<file path="src/rtl/filter_fetch_ctrl.sv">
// ============================================================================
// filter_fetch_ctrl - sequences 27-tap filter reads from the weight ROM and
// streams them out over valid/ready.                            Rev 1.0
// ============================================================================
`default_nettype none

module filter_fetch_ctrl #(
  parameter int DATA_W      = 8,
  parameter int ADDR_W      = 9,
  parameter int TAPS        = 27,
  parameter int NUM_FILTERS = 8
) (
  input  logic              clk,
  input  logic              reset,
  input  logic              start,
  input  logic [3:0]        filter_sel,
  output logic              busy,
  output logic              done,
  output logic              err,
  output logic [ADDR_W-1:0] rom_addr,
  input  logic [DATA_W-1:0] rom_data,
  output logic [DATA_W-1:0] w_data,
  output logic [4:0]        w_index,
  output logic              w_valid,
  input  logic              w_ready,
  output logic              w_last
);

  localparam logic [1:0] S_IDLE  = 2'd0;
  localparam logic [1:0] S_FETCH = 2'd1;
  localparam logic [1:0] S_DRAIN = 2'd2;
  localparam logic [4:0] C_LAST_TAP = 5'(TAPS - 1);

  logic [1:0]        r_state;
  logic [1:0]        w_next_state;
  logic [ADDR_W-1:0] r_base;
  logic [ADDR_W-1:0] r_addr;
  logic [4:0]        r_issue_cnt;
  logic [1:0]        r_credits;
  logic              r_pend;
  logic [4:0]        r_pend_idx;
  logic [DATA_W-1:0] r_fifo_data [2];
  logic [4:0]        r_fifo_idx  [2];
  logic              r_wr_ptr;
  logic              r_rd_ptr;
  logic [1:0]        r_count;
  logic              r_done;
  logic              r_err;

  logic w_sel_ok;
  logic w_start_ok;
  logic w_start_bad;
  logic w_issue;
  logic w_hs;

  assign w_sel_ok = (32'(filter_sel) < NUM_FILTERS);
  assign w_valid  = (r_count != 2'd0);
  assign w_hs     = w_valid && w_ready;
  assign w_data   = r_fifo_data[r_rd_ptr];
  assign w_index  = r_fifo_idx[r_rd_ptr];
  assign w_last   = w_valid && (w_index == C_LAST_TAP);
  assign rom_addr = r_addr;
  assign done     = r_done;
  assign err      = r_err;

  always_ff @(posedge clk or posedge reset) begin
    if (reset) begin
      r_state <= S_IDLE;
    end else begin
      r_state <= w_next_state;
    end
  end

  always_comb begin
    w_next_state = r_state;
    case (r_state)
      S_IDLE:  if (w_start_ok) w_next_state = S_FETCH;
      S_FETCH: if (w_issue && (r_issue_cnt == C_LAST_TAP)) w_next_state = S_DRAIN;
      S_DRAIN: if (w_hs && w_last) w_next_state = S_IDLE;
      default: w_next_state = S_IDLE;
    endcase
  end

  // A start landing in the done cycle is dropped so the sequencer sees a clean gap.
  always_comb begin
    busy        = 1'b0;
    w_start_ok  = 1'b0;
    w_start_bad = 1'b0;
    w_issue     = 1'b0;
    case (r_state)
      S_IDLE: begin
        w_start_ok  = start && !r_done && w_sel_ok;
        w_start_bad = start && !r_done && !w_sel_ok;
      end
      S_FETCH: begin
        busy    = 1'b1;
        w_issue = (r_credits != 2'd0) || w_hs;
      end
      S_DRAIN: busy = 1'b1;
      default: busy = 1'b0;
    endcase
  end

  always_ff @(posedge clk or posedge reset) begin
    if (reset) begin
      r_base      <= '0;
      r_addr      <= '0;
      r_issue_cnt <= '0;
      r_credits   <= '0;
      r_pend      <= 1'b0;
      r_pend_idx  <= '0;
      r_wr_ptr    <= 1'b0;
      r_rd_ptr    <= 1'b0;
      r_count     <= '0;
      r_done      <= 1'b0;
      r_err       <= 1'b0;
      for (int i = 0; i < 2; i++) begin
        r_fifo_data[i] <= '0;
        r_fifo_idx[i]  <= '0;
      end
    end else begin
      r_done <= (r_state == S_DRAIN) && w_hs && w_last;
      r_err  <= w_start_bad;

      if (w_start_ok) begin
        r_base      <= ADDR_W'(filter_sel) * ADDR_W'(TAPS);
        r_issue_cnt <= '0;
        r_credits   <= 2'd2;
      end else begin
        r_credits <= r_credits + {1'b0, w_hs} - {1'b0, w_issue};
        if (w_issue) begin
          r_issue_cnt <= r_issue_cnt + 5'd1;
        end
      end

      if (w_issue) begin
        r_addr     <= r_base + ADDR_W'(r_issue_cnt);
        r_pend_idx <= r_issue_cnt;
      end
      r_pend <= w_issue;

      // ROM data for last cycle's issue is on rom_data now; credits guarantee room.
      if (r_pend) begin
        r_fifo_data[r_wr_ptr] <= rom_data;
        r_fifo_idx[r_wr_ptr]  <= r_pend_idx;
        r_wr_ptr              <= ~r_wr_ptr;
      end
      if (w_hs) begin
        r_rd_ptr <= ~r_rd_ptr;
      end
      r_count <= r_count + {1'b0, r_pend} - {1'b0, w_hs};
    end
  end

endmodule

`default_nettype wire

</file>
<file path="config.mk">
export PLATFORM = sky130hd
export DESIGN_NAME = filter_fetch_ctrl
export DESIGN_NICKNAME = d
export VERILOG_FILES = /design/src/rtl/filter_fetch_ctrl.sv
export SDC_FILE = /design/constraint.sdc
export NUM_CORES = 1
export LEC_CHECK = 0
export ABC_CLOCK_PERIOD_IN_PS = 6060
export CORE_ASPECT_RATIO = 1.5
export CORE_UTILIZATION = 30
export CTS_CLUSTER_SIZE = 24
export DETAILED_ROUTE_END_ITERATION = 16
export DONT_BUFFER_PORTS = 1
export PLACE_DENSITY = 0.5
export SLEW_MARGIN = 30
export SYNTH_ARGS = -nofsm -noshare
export SYNTH_HDL_FRONTEND = slang
export SYNTH_SLANG_ARGS = --single-unit
</file>
<file path="constraint.sdc">
create_clock -name clk -period 6.06 [get_ports clk]
set_clock_uncertainty 0.05 [all_clocks]
set_input_delay 0.909 -clock clk [delete_from_list [all_inputs] [get_ports clk]]
set_output_delay 0.909 -clock clk [all_outputs]
set_load 0.01 [all_outputs]
</file>
; After elaboration in Yosys (flattened, before gate mapping)
; Index checks and enable logic that the tools add are counted.
[word_totals]
out_inout_bits = 27
elab_cells = 80
inputBits = 16
ff_bits = 65
[classes]
n_mux = 23
n_addsub = 6
n_eq_ne = 7
n_mul = 1
reduce_logical = 19
order_cmp = 4
n_bitwise = 4
[op_table]
columns = op, n
row1 = $mux W8, 4
row2 = $mux W5, 6
row3 = $bwmux W16, 1
row4 = $bwmux W10, 1
row5 = $eq A5 B5 Y1 const B, 2
row6 = $logic_and A1 B1 Y1, 10
row7 = $add A9 B5 Y9, 1
row8 = $mul A4 B5 Y9 const B, 1
row9 = $demux W8 S1, 1
row10 = $mux W2, 4
row11 = $ne A2 B2 Y1 const B, 3
row12 = $pmux W2 S3, 1
row13 = $reduce_bool A2 Y1, 3
row14 = $add A5 B1 Y5 const B, 1
row15 = $demux W5 S1, 1
row16 = $add A2 B1 Y2, 2
row17 = $ge A2 B2 Y1 const B, 2
row18 = $lt A4 B4 Y1 const B, 1
row19 = $mux W1, 4
row20 = $not A1 Y2, 2
row21 = $sub A2 B1 Y2, 2
row22 = $reduce_and A3 Y1, 1
row23 = $eq A2 B1 Y1 const B, 1
row24 = $eq A2 B2 Y1 const B, 1
row25 = 6 further kinds, 8

; Longest topological paths before layout
; Gate-level depths: netlist of the first run.
[depth]
word_depth = 9
mapped_depth = 11
mapped_depth_nobuf = 10

; Worst setup path before layout of the first run
; No wires, ideal clock.
[synth_timing]
kind = input port to flip-flop
startpoint = in filter_sel[1]
endpoint = reg r_base[8]
n_path_buf = 0
slack_ns = 3.077
arrival_time_ns = 2.863
stages = 9
setup_ns = 0.069
path_cell_list = ha_1 > inv_1 > fa_1 > inv_1 > ha_1 > a21o_1 > a31o_1 > a2111oi_0 > nand3b_1
[synth_via]
elab_chain_cells = 3
elab_cells_between_ends = 4
[synth_rtl]
columns = element, line_no
row1 = from (decl), 16  ; input logic [3:0] filter_sel,
row2 = "parallel branches: the longest is 3 deep, another holds $mul A4 B5 Y9", --
row3 = to (signal assigned), 126  ; r_base <= ADDR_W'(filter_sel) * ADDR_W'(TAPS);
row4 = to (decl), 36  ; logic [ADDR_W-1:0] r_base;
; Parallel ways; which one is timed is not known.
; A chain may end at the register's enable or synchronous reset.

; Worst setup path after layout of the first run
; Same ends and word-level chain as after synthesis.

==> results.cfg, run 1 <==
[yosys]
synth-compound-area-share_pct = 10.5
synth_top_area_share_pct = 45.5
synth_top_area_cell = dfrtp_1
synth_edf_count = 0
synth_fa_ha_area_share_pct = 11.5
async_reset_ff_share_pct = 100
synth_xor_xnor_area_share_pct = 3.92
syn_area_um2 = 3580
ys_ff_latch = 65
synth_ff_type = dfrtp_1
yosysMostFrequentCell = dfrtp_1
muxShareOfSynthArea_pct = 12.8
ys_warn_count = 0
syn-instance-count = 318
ys_seq_area_share_pct = 45.5
avgSynthCellArea_um2 = 11.2
ys_types = 59
synthTopCellsByCount = dfrtp_1, mux2_2, nand2_1
synth_top_family_by_area = multiplexers
synth_nets = 365
synthSimpleGateAreaFrac_pct = 11.7
ys_top_cells_by_area = dfrtp_1, mux2_2, ha_1, nand2_1, inv_1

[sta]
drv_slew = 0
setup_viol = 0
hold_viol_final = 0
rsz0062_at_grt = no
timing.setup.tns_ps = 0
fmax_mhz = 362
slew_headroom_pct = 43.9
hold_slack_ps = 433
finalCriticalPeriod_ps = 2760
finalCritPeriodShare_pct = 45.6
worstMarginPinSlew_ps = 841
fin_ws_ps = 3300

[worst_setup_path]
max_stage_delay_ps = 470
critical_path.cell_chain = ha_1 > inv_1 > fa_1 > inv_1 > ha_1 > a21o_1 > a31o_1 > a2111oi_0 > nand3b_1
cp_num_buf_inv = 2
worst_r2r_endpoint = r_credits[1]
cp-start-kind = input port
slowest_stage = fa_1
ff2ff_path_depth = 10
r2r-start = r_state[1]
crit_family = adder cells
crit_type = input port to flop
cp.arrival_ps = 2970
end_kind = flop
r2r_slack_ps = 3720
crit_start = filter_sel[1]
worst-path-stages = 9
worstPathMaxFanout = 3
worstPathRequired_ps = 6270

[global_route]
grt_overflow = 0
grt_pass1_vias = 2411
grt_max_degree = 66
grtUsageTotal_pct = 13.1
grt_pass1_wl_mm = 12.3
antenna_found_initial = 0

[floorplan]
core_um2 = 11600
rows = 48
num_io_pins = 43
die_h_um = 136
die_area_um2 = 12400
die_x_um = 91.2
initial_core_util_pct = 30.9

[power]
pwr-share-seq_pct = 38.5
vdd_drop_max_mv = 0.155
combPwrFrac_pct = 37.3
p_leak_nw = 1.89
switchingPower_w = 0.000766
power_density_nw_per_um2 = 524
intPower_w = 0.00134
swShare_pct = 36.4
clkPwrFrac_pct = 24.2

[clock_network]
worstSkewPairLatency_ps = 330
cts.htree.levels = 3
tritoncts = built
clock-sinks = 65
cts_buffers = 9
clock-root-buffer = clkbuf_16
cts.path.max_buffers = 2
clkSlewWorstSetupHoldPaths_ps = 50
ctsResizeCount = 0
post_cts_buffers = 0
post_cts_hold_buffer_count = 0

[hold_path]
hold_path.startpoint = r_wr_ptr
min_path_type = flop to flop
hold_path_depth = 1
holdPathEnd = r_wr_ptr

[route]
vias_per_cell = 4.92
drc = 0
drt-initial-drc-count = 59
wire_per_inst_um = 15.5
vias = 2336
postRouteAntennaNets = 0
drt_pre_antenna_iters = 4
wl_mm = 7.35

[layout]
layout-drive-gt1-share_pct = 20.0
syn2layout_area_growth_pct = 12.2
fillCellCount = 1191
multiInputGateArea_um2 = 1800
finish.net_count = 367
register_area_um2 = 1630
design_area_um2 = 4010
diodes = 0

[placement]
dp_hpwl_mm = 5.21
gp_congestion = 0.719
dpl_cell_area_um2 = 3720
io_buffer_count = 0
pre_cts_ws_ps = 2940

[job]
max_cap_violations = 0

[status]
status = complete, no violations
placed cells by master, fill, tap and decap left out, types with 3 or more instances in the layout:
cell	n
xnor2_1	8
nand2_1	39
nand3_1	4
fa_1	3
xor2_1	8
a21o_1	4
inv_2	3
and4b_1	3
o21ai_0	6
o211ai_1	4
nand4_1	4
nor2_1	9
inv_1	21
clkbuf_1	3
dfrtp_1	65
clkbuf_16	9
o21ai_1	5
a21oi_1	7
and3_1	3
ha_1	28
mux2_2	39
how the worst max path moves through the flow:
stage                      endpoint
after floorplan           r_base[8]
after global placement    r_base[8]
after detailed placement  r_base[8]
after CTS                    w_last
after global routing      r_base[8]
final                     r_base[8]
power groups by stage:
| stage | Clock, W | Sequential [W] | Combinational, W |
|---|---|---|---|
| 2_1_floorplan | 0 | 0.000749 | 0.000699 |
| 3_3_place_gp | 0 | 0.000815 | 0.000781 |
| 3_5_place_dp | 0 | 0.000825 | 0.000798 |
| 4_1_cts | 0.000523 | 0.000819 | 0.000803 |
| 5_1_grt | 0.000539 | 0.000846 | 0.000890 |
| 6_report | 0.000508 | 0.000810 | 0.000785 |
layout make-up:
class	count	share of cell area, %
Clock buffer	13	6.24
Clock inverter	3	0.998
Inverter	24	2.25
Multi-Input combinational cell	218	44.9
Sequential cell	65	40.5
Tap cell	150	4.68
Timing Repair Buffer	2	0.374
worst register-to-register path: stages, from the launching register on:
cell and delay, ps:
dfrtp_1 400, inv_1 90, ha_1 340, o21ai_1 160, inv_2 280, ha_1 290, inv_1 50, ha_1 140
xor2_1 180, xnor2_1 140, nand2_1 60
per-layer routing:
metal	track usage (%)	vias to the layer above	wire length, um
li1	-	1132	-
met2	23.4	37	3900
met5	0	-	0
met4	6.08	0	138
met1	14.2	1157	2990
met3	3.54	10	316
through the flow:
| step | power, W | util (%) | instances |
|---|---|---|---|
| after global placement | 0.00160 | 32.1 | 459 |
| final | 0.00210 | 34.6 | 475 |
| after floorplan | 0.00145 | - | 318 |
| after global routing | 0.00227 | 34.6 | 475 |
| after detailed placement | 0.00162 | 32.1 | 459 |
| after CTS | 0.00215 | 34.6 | 475 |
logic make-up after synthesis:
logic type | after synthesis
flops | 65
buf+inv | 35
compound gates | 50
mux | 41
xor+xnor | 16
fa+ha+maj | 31
simple gates | 80
flip-flops by register name, summed over array words and instances (netlist names):
| signal | cells |
|---|---|
| r_rd_ptr | 1 |
| r_state | 2 |
| r_count | 2 |
| r_pend_idx | 5 |
| rom_addr | 9 |
| r_credits | 2 |
| done | 1 |
| r_pend | 1 |
| r_issue_cnt | 5 |
| err | 1 |
| r_fifo_data | 16 |
| r_fifo_idx | 10 |
| r_base | 9 |
| r_wr_ptr | 1 |
Power figures use the tool's default switching activity.
==> run 2, diff against run 1 <==
--- a/config.mk
+++ b/config.mk
@@ -5,13 +5,13 @@
 export SDC_FILE = /design/constraint.sdc
 export NUM_CORES = 1
 export LEC_CHECK = 0
-export ABC_CLOCK_PERIOD_IN_PS = 6060
+export ABC_CLOCK_PERIOD_IN_PS = 2500
 export CORE_ASPECT_RATIO = 1.5
 export CORE_UTILIZATION = 30
 export CTS_CLUSTER_SIZE = 24
 export DETAILED_ROUTE_END_ITERATION = 16
 export DONT_BUFFER_PORTS = 1
-export PLACE_DENSITY = 0.5
+export PLACE_DENSITY = 0.51
 export SLEW_MARGIN = 30
 export SYNTH_ARGS = -nofsm -noshare
 export SYNTH_HDL_FRONTEND = slang
==> constraint.sdc (replaced) <==
create_clock -name clk -period 2.5 [get_ports clk]
set_clock_uncertainty 0.05 [all_clocks]
set_input_delay 0.375 -clock clk [delete_from_list [all_inputs] [get_ports clk]]
set_output_delay 0.375 -clock clk [all_outputs]
set_load 0.01 [all_outputs]
==> run 2 against run 1 <==
Cell area rose by 3.2%. Global-route usage is 0.41 points higher. Setup slack got worse by 3000 ps. Critical path depth unchanged. Die area unchanged. Sequential share of layout area down 1.3 points. Via count is 0.17% lower. Register-to-register slack got worse by 3400 ps. Clock power grew to 2.9 times the previous value. Worst hold slack worse by 300 ps. Combinational power rose to 2.5 times the previous value. Flip-flop and latch count unchanged. Critical endpoint unchanged.
==> results.cfg, run 2 (synthesis results as in run 1) <==
[global_route]
grt_pass1_wl_mm = 12.7
use_met1_pct = 14.7
gr-usage-met3_pct = 3.98
antenna_found_initial = 0
met2_usage_pct = 23.9
grt_max_degree = 66
grt_pass1_vias = 2494
top_usage_layer = met2
grt_overflow = 0
grtUsageTotal_pct = 13.5

[worst_setup_path]
slowest_stage = fa_1
critical_path.cell_chain = ha_1 > inv_1 > fa_1 > inv_1 > ha_1 > a21o_1 > a31o_1 > a2111oi_0 > nand3b_1
worstPathMaxFanout = 3
crit_type = input port to flop
cp.arrival_ps = 2440
worstPathRequired_ps = 2720
cp_num_buf_inv = 2
crit_start = filter_sel[1]
max_stage_delay_ps = 470
end_kind = flop
cp-start-kind = input port
crit_family = adder cells
r2r-start = r_issue_cnt[0]

[layout]
largest_reg_flops = 16
diodes = 0
syn2layout_area_growth_pct = 15.8
reg_top3 = r_fifo_data: 16 flops, r_fifo_idx: 10 flops
instances_no_fill = 483
layout-drive-gt1-share_pct = 22.5
layout_commonest_cell = dfrtp_1
finish.net_count = 375
final_cell_mix = dfrtp_1, nand2_1, mux2_2
fillCellCount = 1146
largest-register = r_fifo_data

[power]
p_leak_nw = 1.96
power_w = 0.00538
vdd_drop_max_mv = 0.393
power_density_nw_per_um2 = 1300

[clock_network]
post_cts_buffers = 0
clock-sinks = 65
cts_buffers = 9
worstSkewPairLatency_ps = 330
tritoncts = built
clkSlewWorstSetupHoldPaths_ps = 60
ctsResizeCount = 0
post_cts_hold_buffer_count = 1
clock-root-buffer = clkbuf_16
cts.path.max_buffers = 2
cts.htree.levels = 3

[sta]
rsz0062_at_grt = no
finalCritPeriodShare_pct = 88.8
hold_slack_ps = 138
hold_viol_final = 0
fmax_mhz = 450
slew_headroom_pct = 51.6
setup_viol = 0
finalCriticalPeriod_ps = 2220
worstMarginPinSlew_ps = 725
drv_slew = 0

[floorplan]
core_um2 = 11600
rows = 48
die_h_um = 136
initial_core_util_pct = 30.9
die_x_um = 91.2
num_io_pins = 43
die_area_um2 = 12400

[hold_path]
min_path_type = input port to flop
hold_path.startpoint = rom_data[1]

[route]
postRouteAntennaNets = 0
wl_mm = 7.39
vias_per_cell = 4.83
drt_pre_antenna_iters = 4
drt-initial-drc-count = 63
vias = 2332
wire_per_inst_um = 15.3
drc = 0

[job]
max_cap_violations = 0

[placement]
dpl.cell_count = 466
dp_hpwl_mm = 5.40
io_buffer_count = 0
gp_congestion = 0.751

[status]
status = complete, no violations
-- run 2: path summary, 6_finish.rpt --
kind / end / slack [ps] / cells after the start
min in group asynchronous: r_fifo_data[6] / 520 / 3
worst max register to register: rom_addr[8] / 310 / 6
worst max-delay path: r_base[8] / 280 / 9
worst min register to register: r_wr_ptr / 430 / 1
max in group asynchronous: r_credits[1] / 1590 / 3
worst min-delay path: r_fifo_data[1] / 140 / 1
-- run 2: cell type report --
cell class	count	area, um^2	share of cell area, %
clock buffer	10	239	5.77
clock inverter	6	105	2.54
inverter	24	90.1	2.18
multi-input combinational	218	1800	43.5
sequential	65	1630	39.3
tap	150	188	4.53
timing repair buffer	10	90.1	2.18
-- run 2: metal layers --
layer	up-vias	share of wire, %
li1	1142	-
met1	1136	40
met2	41	53
met3	13	4.3
met4	0	2.2
met5	-	0
-- run 2: metrics by stage --
stage / worst slack, ps / instance area [um^2] / util, % / setup TNS [ps]
after floorplan: 51.2 / 3580 / - / 0
after global placement: -10.6 / 3790 / 32.7 / -10.6
after detailed placement: -66.2 / 3790 / 32.7 / -66.2
after CTS: 280 / 4140 / 35.7 / 0
after global routing: 77.6 / 4140 / 35.7 / 0
final: 279 / 4140 / 35.7 / 0
-- run 2: power by group --
| part | internal [W] | leakage, nW | switching [W] |
|---|---|---|---|
| Clock | 0.000995 | 0.172 | 0.000452 |
| Combinational | 0.000965 | 0.981 | 0.00102 |
| Sequential | 0.00153 | 0.810 | 0.000416 |
| Total | 0.00349 | 1.96 | 0.00189 |
